### config.mk
export PLATFORM = sky130hd
export DESIGN_NAME = button_debounce
export DESIGN_NICKNAME = d
export VERILOG_FILES = /design/src/rtl/button_debounce.sv
export SDC_FILE = /design/constraint.sdc
export NUM_CORES = 1
export LEC_CHECK = 0
export ABC_AREA = 0
export CAP_MARGIN = 0
export CORE_MARGIN = 2
export CORE_UTILIZATION = 60
export DETAILED_ROUTE_END_ITERATION = 10
export HOLD_SLACK_MARGIN = 0.06
export MAX_ROUTING_LAYER = met4
export PLACE_DENSITY = 0.85
export SLEW_MARGIN = 20
export SYNTH_ARGS = -nofsm -noshare
export SYNTH_HDL_FRONTEND = slang
export SYNTH_SLANG_ARGS = --single-unit
### constraint.sdc
create_clock -name clk_i -period 5.5 [get_ports clk_i]
set_clock_uncertainty 0.15 [all_clocks]
set_input_delay 0.55 -clock clk_i [delete_from_list [all_inputs] [get_ports clk_i]]
set_output_delay 0.55 -clock clk_i [all_outputs]
set_load 0.01 [all_outputs]
### src/rtl/button_debounce.sv
// Push-button conditioner: two-flop synchronizer, per-channel bounce
// filter, and registered one-cycle press/release pulses.
//
// Parameters:
//   width_p         number of independent button channels
//   stable_cycles_p cycles a new synchronized level must persist
// Ports:
//   clk_i                  board clock, rising edge
//   reset_i                synchronous, active-high reset
//   button_async_unsafe_i  raw asynchronous button levels
//   button_o               debounced, synchronized levels
//   press_o                one-cycle pulse on debounced 0->1
//   release_o              one-cycle pulse on debounced 1->0
module button_debounce #(
  parameter int width_p         = 3,
  parameter int stable_cycles_p = 120000
) (
  input  logic               clk_i,
  input  logic               reset_i,
  input  logic [width_p-1:0] button_async_unsafe_i,
  output logic [width_p-1:0] button_o,
  output logic [width_p-1:0] press_o,
  output logic [width_p-1:0] release_o
);

  localparam int cnt_w = $clog2(stable_cycles_p + 1);
  localparam logic [cnt_w-1:0] cnt_max =
    cnt_w'(stable_cycles_p - 1);

  logic [width_p-1:0] sync1;
  logic [width_p-1:0] sync2;

  always_ff @(posedge clk_i) begin
    if (reset_i) begin
      sync1 <= '0;
      sync2 <= '0;
    end else begin
      sync1 <= button_async_unsafe_i;
      sync2 <= sync1;
    end
  end

  for (genvar i = 0; i < width_p; i++) begin : g_ch
    logic [cnt_w-1:0] cnt;
    logic             level_q;
    logic             press_q;
    logic             release_q;
    logic             differ;
    logic             done;

    assign differ = sync2[i] ^ level_q;
    // Accept on the stable_cycles_p-th consecutive differing cycle.
    assign done   = differ && (cnt == cnt_max);

    always_ff @(posedge clk_i) begin
      if (reset_i) begin
        cnt       <= '0;
        level_q   <= 1'b0;
        press_q   <= 1'b0;
        release_q <= 1'b0;
      end else begin
        press_q   <= done & sync2[i];
        release_q <= done & ~sync2[i];
        if (done) begin
          level_q <= sync2[i];
          cnt     <= '0;
        end else if (differ) begin
          cnt <= cnt + 1'b1;
        end else begin
          cnt <= '0;
        end
      end
    end

    assign button_o[i]  = level_q;
    assign press_o[i]   = press_q;
    assign release_o[i] = release_q;
  end

endmodule

==> key figures <==
STA
  – Max-slew violation count: 0
  – Max_slew headroom: 0.591
  – Fmax: 0.424 GHz
  – Unrepaired setup endpoints after global routing: no
  – Slew @ Worst Pin: slightly above 0.6 ns
  – Post-route minimum period: 2.36 ns
  – Crit share post-route: 0.429
  – Endpoints failing setup: 0
  – Final hold vios: 0
  – Setup TNS: 0 ns

CTS
  – Clk slew on worst S/H paths: 0.07 ns
  – CTS tree: built
  – Clock tree buffer depth: 2
  – Root buffer cell: clkbuf_8
  – CTS HTree Levels: 3
  – Clk Latency, worst-skew pair: 0.34 ns
  – Hold-fix buffers, CTS: 0
  – Setup bufs post-CTS: 0
  – PostCTS Resize Cnt: 0
  – Num CTS Buffers: 9
  – Sink Count: 66

Place
  – Final Wtd Congestion: 0.817
  – PortBufs: 13
  – Hpwl dp: 3280 um
  – Post-DP Area: 2920 um2

Cells and area
  – Final net count: 330
  – Share of cells above drive strength 1: 0.0765
  – Multi-input gate area: roughly 1400 um2
  – Antenna cells: 0
  – Area delta synth->final: 9.99%
  – Fill cell count: about 380
  – Sequential Area: 1320 um2
  – Final Instance Area: 3130 um2

Critical path
  – Worst Path Arrival: 2.42 ns
  – WS Path Type: reg -> reg
  – WP data required: 5.56 ns
  – CP max FO: 17
  – Crit. End Element: flip-flop
  – Nature of the critical path startpoint: flip-flop

Power
  – Static Leak: slightly above 0.9 nW
  – Maximum vdd drop: 0.176 mV
  – P per Cell Area: 290 nW/um2

Route
  – Pre-antenna DRT Iters: 4
  – Highest Signal Layer: met4
  – Met2 WL post-DR: 2290 um
  – Total wire length: approximately 5000 um
  – Post-route antenna net violation count: 0
  – Routed via count: 2091
  – M1 wire length: 2380 um
  – DRC: 0
  – Routed wl met3: between 150 and 200 um
  – DRT iter0 DRCs: between 100 and 150
  – Wire per inst: 13.0 um
  – Vias per Instance: 5.49

Die
  – Chip Height: 72.8 um
  – Io pins: 14
  – Core Footprint: between 4000 and 5000 um2
  – Die width: around 73 um
  – Die Area: 5310 um2
  – FP Rows: 25
  – Starting Density: 0.610

Global route
  – Initial antenna violation count: 0
  – First-pass GRT wire length: between 8000 and 9000 um
  – Total global-route track usage: 0.216
  – Largest net degree at the start of global routing: 18
  – Vias in the first global route: 1798
  – GRT overflow: 0

Flow run
  – Max-capacitance violation count: 0

Min path
  – Hold/Removal Path Class: reg -> reg

Yosys
  – Avg Inst Size Synth: 9.09 um2
  – Synth area leader: dfxtp_1
  – Flops & latches, synth: 66
  – Synth unique cells: 39
  – Cells after Synth: ~310
  – Post-synth top area share: 0.465
  – Synth top area cells: dfxtp_1 (46%), xnor2_1 (12%), nor2_1 (8.1%)
  – Sequential fraction of the synthesis area: 0.465
  – Syn Nets: approximately 320
  – Synthesized area: 2840 um2
  – Synthesis Warnings: 0

Status
  – Status: finished, final reports clean
## kinds of logic (layout without fill, tap and decap cells)
family | count (synthesis) | after routing | share of synthesized area
compound gates | 9 | 9 | 0.0189
xor+xnor | 45 | 45 | 0.139
fa+ha+maj | 3 | 3 | 0.0132
buf+inv | 27 | 41 | 0.0572
flops | 66 | 66 | 0.465
mux | 2 | 2 | 0.00704
simple gates | 161 | 161 | 0.300
## placed cells by master, fill, tap and decap left out, types with 2 or more instances in the layout
cell type / Yosys / routed
nand4_1: 11 / 11
nor3_1: 14 / 14
o21ai_0: 2 / 2
nor2_1: 61 / 61
or4_1: 2 / 2
nor2b_1: 6 / 6
o31ai_1: 2 / 2
nand2_1: 12 / 12
inv_1: 12 / 12
mux2i_1: 2 / 2
nand3_1: 18 / 18
and3_1: 3 / 3
xnor2_1: 40 / 40
clkbuf_8: 0 / 11
dfxtp_1: 66 / 66
or2_2: 2 / 2
a21oi_1: 4 / 4
clkdlybuf4s50_1: 0 / 13
nor3b_1: 2 / 2
xor2_1: 5 / 5
or3_1: 4 / 4
nand2b_1: 2 / 2
clkinv_2: 0 / 3
ha_1: 3 / 3
nor4_1: 12 / 12
## registers in the layout (all words and copies together) (netlist names)
name            count
g_ch.level_q        3
sync1               3
g_ch.press_q        3
sync2               3
g_ch.cnt           51
g_ch.release_q      3
## cells in the mapped netlist (all sizes together)
library cell / n
a21oi: 4
and3: 3
and4: 1
buf: 14
clkbuf: 1
dfxtp: 66
ha: 3
inv: 12
mux2i: 2
nand2: 12
nand2b: 2
nand3: 19
nand4: 12
nand4b: 1
nand4bb: 1
nor2: 61
nor2b: 6
nor3: 14
nor3b: 2
nor4: 14
nor4b: 1
o21ai: 3
o31ai: 2
or2: 2
or3: 5
or4: 2
or4b: 2
or4bb: 1
xnor2: 40
xor2: 5
## final timing paths
kind	start	to	slack, ns	depth (start not counted)
setup / recovery	g_ch[0].cnt[0]$_SDFF_PP0_	g_ch[0].cnt[13]$_SDFF_PP0_	3.14	5
hold / removal	sync1[0]$_SDFF_PP0_	sync2[0]$_SDFF_PP0_	0.29	1
setup reg to reg	g_ch[0].cnt[0]$_SDFF_PP0_	g_ch[0].cnt[13]$_SDFF_PP0_	3.14	5
hold reg to reg	sync1[0]$_SDFF_PP0_	sync2[0]$_SDFF_PP0_	0.29	1
## through the flow
step | cells | hold slack [ns] | total power, mW | worst slack [ns] | utilization
6_report | 381 | 0.292 | 0.908 | 3.14 | 0.671
5_1_grt | 381 | 0.311 | 0.938 | 2.93 | 0.671
4_1_cts | 381 | 0.295 | 0.915 | 3.14 | 0.671
3_5_place_dp | 365 | 0.279 | 0.504 | 3.10 | 0.627
3_3_place_gp | 365 | 0.274 | 0.504 | 3.16 | 0.627
2_1_floorplan | 313 | 0.264 | 0.501 | 3.63 | -
## routing by layer
layer,up-vias,track usage
met5,-,-
li1,1070,-
met3,9,0.0649
met1,976,0.271
met2,36,0.304
met4,0,0.132
## power by group
group          switching (mW)  internal [mW]
combinational         0.00589        0.00504
clock                   0.183          0.231
sequential            0.00209          0.480
## area by class of cell
cell class / instances / area share
Timing Repair Buffer: 13 / 0.0416
Clock inverter: 5 / 0.0168
Sequential cell: 66 / 0.422
Tap cell: 54 / 0.0216
Inverter: 12 / 0.0144
Multi-Input combinational cell: 220 / 0.435
Clock buffer: 11 / 0.0484
## critical path, cell delays in order (launching register included)
cell and delay (ns):
dfxtp_1 0.38, ha_1 0.22, nand4_1 0.33, nor4_4 0.46
nand2b_1 0.55, nor2_1 0.12
No activity file was read; power rests on OpenSTA's default activity.
